[config.mk]
export PLATFORM = sky130hd
export DESIGN_NAME = id_ex_hazard_stage
export DESIGN_NICKNAME = d
export VERILOG_FILES = /design/src/rtl/id_ex_hazard_stage.sv
export SDC_FILE = /design/constraint.sdc
export NUM_CORES = 1
export LEC_CHECK = 0
export CORE_AREA = 2 2 178 180
export DETAILED_ROUTE_END_ITERATION = 6
export DIE_AREA = 0 0 180 182
export PLACE_DENSITY = 0.66
export SLEW_MARGIN = 20
export SYNTH_ARGS = -nofsm -noshare
export SYNTH_HDL_FRONTEND = slang
export SYNTH_SLANG_ARGS = --single-unit
export TNS_END_PERCENT = 1
[constraint.sdc]
create_clock -name Clk -period 2.26 [get_ports Clk]
set_input_delay 0.226 -clock Clk [delete_from_list [all_inputs] [get_ports Clk]]
set_output_delay 0.226 -clock Clk [all_outputs]
set_load 0.01 [all_outputs]
[src/rtl/id_ex_hazard_stage.sv]
// ID/EX pipeline register with load-use hazard detection, stall generation and bubble insertion.
// Optional stall-cycle counter enabled by defining ID_EX_STALL_COUNTER_EN.
module id_ex_hazard_stage #(
  parameter int unsigned DATA_WIDTH = 32,
  parameter int unsigned CTRL_WIDTH = 16
) (
  input  logic                  Clk,
  input  logic                  Reset,
  input  logic [DATA_WIDTH-1:0] ID_Instruction,
  input  logic [DATA_WIDTH-1:0] ID_ReadData1,
  input  logic [DATA_WIDTH-1:0] ID_ReadData2,
  input  logic [DATA_WIDTH-1:0] ID_Immediate,
  input  logic [DATA_WIDTH-1:0] ID_PCPlus4,
  input  logic [DATA_WIDTH-1:0] ID_RegisterDestination,
  input  logic                  ID_RegWrite,
  input  logic                  ID_MemRead,
  input  logic                  ID_MemWrite,
  input  logic [CTRL_WIDTH-1:0] ID_Control,
  input  logic                  BranchFlush,
  output logic [DATA_WIDTH-1:0] EX_Instruction,
  output logic [DATA_WIDTH-1:0] EX_ReadData1,
  output logic [DATA_WIDTH-1:0] EX_ReadData2,
  output logic [DATA_WIDTH-1:0] EX_Immediate,
  output logic [DATA_WIDTH-1:0] EX_PCPlus4,
  output logic [DATA_WIDTH-1:0] EX_RegisterDestination,
  output logic                  EX_RegWrite,
  output logic                  EX_MemRead,
  output logic                  EX_MemWrite,
  output logic [CTRL_WIDTH-1:0] EX_Control,
  output logic                  EX_Valid,
  output logic                  Stall,
  output logic [31:0]           StallCount
);

  localparam int unsigned REG_W = 5;
  localparam int unsigned OP_W  = 6;
  localparam int unsigned CNT_W = 32;

  localparam logic [OP_W-1:0] OP_RTYPE = 6'b000000;
  localparam logic [OP_W-1:0] OP_BEQ   = 6'b000100;
  localparam logic [OP_W-1:0] OP_BNE   = 6'b000101;
  localparam logic [OP_W-1:0] OP_SW    = 6'b101011;
  localparam logic [OP_W-1:0] OP_SB    = 6'b101000;
  localparam logic [OP_W-1:0] OP_SH    = 6'b101001;

  logic [OP_W-1:0]  opcode;
  logic [REG_W-1:0] rs;
  logic [REG_W-1:0] rt;
  logic             rt_is_src;
  logic             dest_match;
  logic             load_use;

  // Hazard detection: a valid load in EX whose nonzero destination feeds an ID source
  always_comb begin
    opcode    = ID_Instruction[31:26];
    rs        = ID_Instruction[25:21];
    rt        = ID_Instruction[20:16];
    rt_is_src = 1'b0;
    case (opcode)
      OP_RTYPE, OP_BEQ, OP_BNE, OP_SW, OP_SB, OP_SH: rt_is_src = 1'b1;
      default:                                       rt_is_src = 1'b0;
    endcase
    dest_match = (EX_RegisterDestination == DATA_WIDTH'(rs)) ||
                 (rt_is_src && (EX_RegisterDestination == DATA_WIDTH'(rt)));
    load_use   = EX_MemRead && EX_Valid && (EX_RegisterDestination != '0) && dest_match;
    Stall      = load_use && !BranchFlush;
  end

  // Pipeline register; reset, flush and load-use all produce an all-zero bubble
  always_ff @(posedge Clk) begin
    if (!Reset || BranchFlush || load_use) begin
      EX_Instruction         <= '0;
      EX_ReadData1           <= '0;
      EX_ReadData2           <= '0;
      EX_Immediate           <= '0;
      EX_PCPlus4             <= '0;
      EX_RegisterDestination <= '0;
      EX_RegWrite            <= 1'b0;
      EX_MemRead             <= 1'b0;
      EX_MemWrite            <= 1'b0;
      EX_Control             <= '0;
      EX_Valid               <= 1'b0;
    end else begin
      EX_Instruction         <= ID_Instruction;
      EX_ReadData1           <= ID_ReadData1;
      EX_ReadData2           <= ID_ReadData2;
      EX_Immediate           <= ID_Immediate;
      EX_PCPlus4             <= ID_PCPlus4;
      EX_RegisterDestination <= ID_RegisterDestination;
      EX_RegWrite            <= ID_RegWrite;
      EX_MemRead             <= ID_MemRead;
      EX_MemWrite            <= ID_MemWrite;
      EX_Control             <= ID_Control;
      EX_Valid               <= 1'b1;
    end
  end

`ifdef ID_EX_STALL_COUNTER_EN
  logic [CNT_W-1:0] stall_count_q;

  // Saturating count of stall cycles
  always_ff @(posedge Clk) begin
    if (!Reset) begin
      stall_count_q <= '0;
    end else if (Stall && (stall_count_q != '1)) begin
      stall_count_q <= stall_count_q + CNT_W'(1);
    end
  end

  assign StallCount = stall_count_q;
`else
  assign StallCount = '0;
`endif

endmodule

# == Yosys cells after proc, flatten, opt, wreduce, memory -nomap -nowiden ==
# Index checks and enable logic that the tools add are counted.
# totals
out_inout_bits,245
elab_cells,33
register_bits,212
inputBits,214
# op_classes
muxes,2
eq_ne,7
reduce_logical,13
# ops
operator,n
== test 32 x 5 -> 1 bit,2
nonzero test 32 bit,1
"== test 6 bit, second input constant",3
"== test 6 x 3 -> 1 bit, second input constant",2
logical NOT 6 bit,1
OR reduction 6 bit,1
logical AND 1 bit,5
logical OR 1 bit,3
logical NOT 1 bit,2
two-way mux 1 bit,2

# == Logic depth before layout (Yosys ltp) ==
# depth
word_depth,8
mapped_depth,7
depth_no_buf,4

# == Least setup slack after synthesis ==
# Ideal clock, no wire load.
# synth_timing
path_type,register -> register
startpoint,register EX_RegisterDestination[3]
endpoint,register EX_Control[10]
n_path_buf,3
setup_slack_ns,0.585
period_less_slack_ns,1.675
required_time_ns,2.133
path_stages_with_launch,8
t_arrival_ns,1.548
setup_ns,0.127
path_cell_list,dfxtp_1 -> xor2_1 -> nor4_1 -> o211a_1 -> buf_2 -> buf_2 -> buf_2 -> o22ai_2
# synth_via
elab_chain_cells,5
elab_cells_between_ends,8
cone_classes,eq/ne: 2; reduce/logical: 6
# synth_lines
element,line,text
"start, declared",25,"output logic [DATA_WIDTH-1:0] EX_RegisterDestination,"
"start signal, assigned",89,EX_RegisterDestination <= ID_RegisterDestination;
== test 32 x 5 -> 1 bit,64,(rt_is_src && (EX_RegisterDestination == DATA_WIDTH'(rt)));
logical AND 1 bit,64,
logical OR 1 bit,63,dest_match = (EX_RegisterDestination == DATA_WIDTH'(rs)) ||
logical AND 1 bit (*),65,load_use = EX_MemRead && EX_Valid && (EX_RegisterDestination != '0) && dest_match;
logical OR 1 bit (*),71,if (!Reset || BranchFlush || load_use) begin
"end signal, assigned",93,EX_Control <= ID_Control;
"end, declared",29,"output logic [CTRL_WIDTH-1:0] EX_Control,"
# Mark *: on every way between the ends. The rest lies on a longest branch, timed or not.
# A chain may end at the register's enable or synchronous reset.

# == Worst setup path in the final report ==
# layout_timing
startpoint,register EX_RegisterDestination[4]
endpoint,output Stall
# layout_via
elab_chain_cells,5
elab_cells_between_ends,8
cone_classes,eq/ne: 2; reduce/logical: 6
# layout_lines
element,line,text
== test 32 x 5 -> 1 bit,64,
logical AND 1 bit,64,
logical OR 1 bit,63,
logical AND 1 bit (*),65,
logical AND 1 bit (*),66,Stall = load_use && !BranchFlush;
"end, declared",31,"output logic Stall,"
# Marks and branches as above.

==> reports/qor.txt <==
CP top delay family = buffers and inverters
RSZ-0062 raised after global routing = yes
DRT antenna net count = 0
PwrDens = 642 nW/um^2
global-route wire length before repair = 53.8 mm
Total Wirelength = 35.3 mm
Peak supply drop = 0.566 mV
total global-route track usage = 0.204
Cells after Synth = 1040
CTS Buffer Depth = 3
crit path buf inv count = 3
cell-internal power = 7.54 mW
WS Path Type = reg2out
sw power = 2.67 mW
Reg2Reg Depth = 8
worst setup path end = Stall
Setup WS pre-CTS = -0.251 ns
type of the worst min-delay path = in2reg
vias per cell = 5.03
vias in the first global route = 9419
input/output buffers = 426
drt initial violations = 497
final worst slack = 0.0136 ns
Starting Density = 0.327
Seq pwr share = 0.404
Final period util = 0.994
Final HPWL DP = 24.8 mm
Worst-Skew Late Latency = 0.53 ns
layout cells sized above 1 = 0.194
detailed-route via count = 9380
Max-Cap Viols = 0
Crit path required time = 2.03 ns
hold path start = ID_Instruction[30]
placed instance area = 15000 um^2
P&R area growth vs syn = 57.1%
synthesized flop and latch total = 212
r2r endpoint = EX_Instruction[26]
# setup viols final = 0
GR Overflow Total = 0
CTS tree = built
Final Hold Fails = 0
Final Core Density = 0.513
initial antenna violation count = 2
Core Region = 31000 um^2
Critical path origin = EX_RegisterDestination[4]
design area = 15900 um^2
reg2reg setup slack = 0.10 ns
slowest stage delay, CP = 0.31 ns
EDFF count, synth = 0
Ys Warns = 0
Netlist Area Pre-Place = 10100 um^2
htree depth = 1
Levels on crit path = 7
total negative slack = 0 ns
post-synth top area cell = dfxtp_1
Worst-path clk slew = 0.06 ns
top post-synthesis cells by area = dfxtp_1 (42%), o22ai_2 (19%), o21bai_1 (15%)
DRC Markers = 0
register area share after synthesis = 0.419
clock skew = 0.00673 ns
status = finished clean
std cell rows = 65
CP cell instances = buf_4 > xor2_1 > nor4_1 > buf_4 > o211a_4 > o211a_1 > buf_2
Crit Path Max Fanout = 3
Routed wire per std cell = 18.9 um
die width = 180 um
most frequent CP cell = buf_4
CP Capture Type = output pin
share of the synthesized area in the top cell type = 0.419
Slowest-stage cell, CP = dfxtp_1
clk sinks = 212
Final Wtd Congestion = 0.819
P_leak = 5.93 nW
combinational share of power = 0.210
CTS root buffer = clkbuf_16
Die ar. = 32800 um^2
Unique masters post-synth = 30
Worst setup SP type = register
Clk pwr share = 0.386
Post-CTS Hold Fix Bufs = 0
asr flop ratio synth = 0
Die Y = 182 um
min cycle time layout = 2.25 ns
Tot Pwr = 10.2 mW
Initial DRT Pass Iterations = 4
fin nets = 1659
pin count of the biggest net entering global routing = 89
Worst EP arrival = 2.02 ns
Most used DFF post-synth = dfxtp_1
Slew Limit Fails = 0
Num CTS Buffers = 25
Reg2Reg Launch Point = EX_RegisterDestination[0]
synthesized area per cell = 9.73 um^2
Fmax achieved = 445 MHz
Sw Share = 0.262
# IOs = 459
[cells in the mapped netlist (3+ instances only)]
cell type	count
nand4_1	3
nand2_1	208
o22ai_1	51
buf_2	29
buf_4	33
buf_6	20
o32ai_1	4
inv_1	5
nor4_1	10
clkbuf_1	66
o21bai_1	206
o22ai_2	156
xor2_1	5
o211ai_1	4
dfxtp_1	212
xnor2_1	5
nor4b_1	4
[final cells by class]
class	count	area, um^2
antenna	1	2.50
clock buffer	34	719
clock inverter	8	72.6
inverter	5	18.8
timing repair buffer	497	5130
tap	402	503
sequential	212	4250
fill	2878	15100
multi-input combinational	704	5200
[worst min-delay path, stage by stage]
cell             delay [ns]
clkdlybuf4s50_1        0.43
nand2_1                0.07
a21oi_1                0.04
[repair_timing]
item	CTS	global route
gates resized for setup	15	3
setup buffers	1	0
pin swaps	4	2
endpoints found under the setup margin	1	54
[layout by cell type, fill, tap and decap left out, drive strengths merged]
cell type / n
a2111oi: 2
a21oi: 1
buf: 72
bufinv: 1
clkbuf: 34
clkdlybuf4s50: 425
clkinv: 6
conb: 32
dfxtp: 212
diode: 1
inv: 6
nand2: 208
nand2b: 1
nand3: 2
nand4: 3
nor2: 1
nor2b: 1
nor3: 4
nor4: 10
nor4b: 4
o211a: 2
o211ai: 4
o21ai: 1
o21bai: 206
o22ai: 207
o32ai: 4
or4: 1
xnor2: 5
xor2: 5
[metal layers]
metal	wire (um)	track usage	part of all wire
met1	14300	0.244	0.41
met3	2880	0.0618	0.082
met4	974	0.0637	0.028
met5	16	0	0.00045
met2	17100	0.349	0.48
[through the flow]
step | instances | hold slack, ns
finish | 1863 | 0.279
global route | 1863 | 0.267
CTS | 1862 | 0.256
detailed placement | 1820 | 0.809
global placement | 1820 | 0.811
floorplan | 1071 | 0.342
[power by group through the flow]
stage          Sequential, mW  Clock (mW)  Combinational [mW]
2_1_floorplan            4.33           0               0.798
3_3_place_gp             4.20           0                2.12
3_5_place_dp             4.21           0                2.13
4_1_cts                  4.13        4.07                2.16
5_1_grt                  4.16        4.22                2.29
6_report                 4.13        3.94                2.14
[logic make-up (layout without fill, tap and decap cells)]
kind of cell	count (synthesis)	count (layout)	share of synthesized area
compound gates	427	427	0.388
xor+xnor	10	10	0.00866
buf+inv	155	544	0.0882
flops	212	212	0.419
other cells	1	33	0.000371
simple gates	235	235	0.0950
[flip-flops by register name, summed over array words and instances (netlist names)]
signal,count
EX_MemWrite,1
EX_Instruction,32
EX_RegisterDestination,32
EX_RegWrite,1
EX_ReadData1,32
EX_Immediate,32
EX_ReadData2,32
EX_MemRead,1
EX_Control,16
EX_Valid,1
EX_PCPlus4,32
[worst min-delay path by stage]
stage | end | slack, ns | cells after the start
6_report | EX_Instruction[30] | 0.28 | 3
5_1_grt | EX_PCPlus4[31] | 0.27 | 3
4_1_cts | EX_ReadData1[21] | 0.26 | 3
3_5_place_dp | EX_Instruction[30] | 0.81 | 3
3_3_place_gp | EX_Instruction[30] | 0.81 | 3
2_1_floorplan | EX_Instruction[30] | 0.34 | 2
Power figures use the tool's default switching activity.
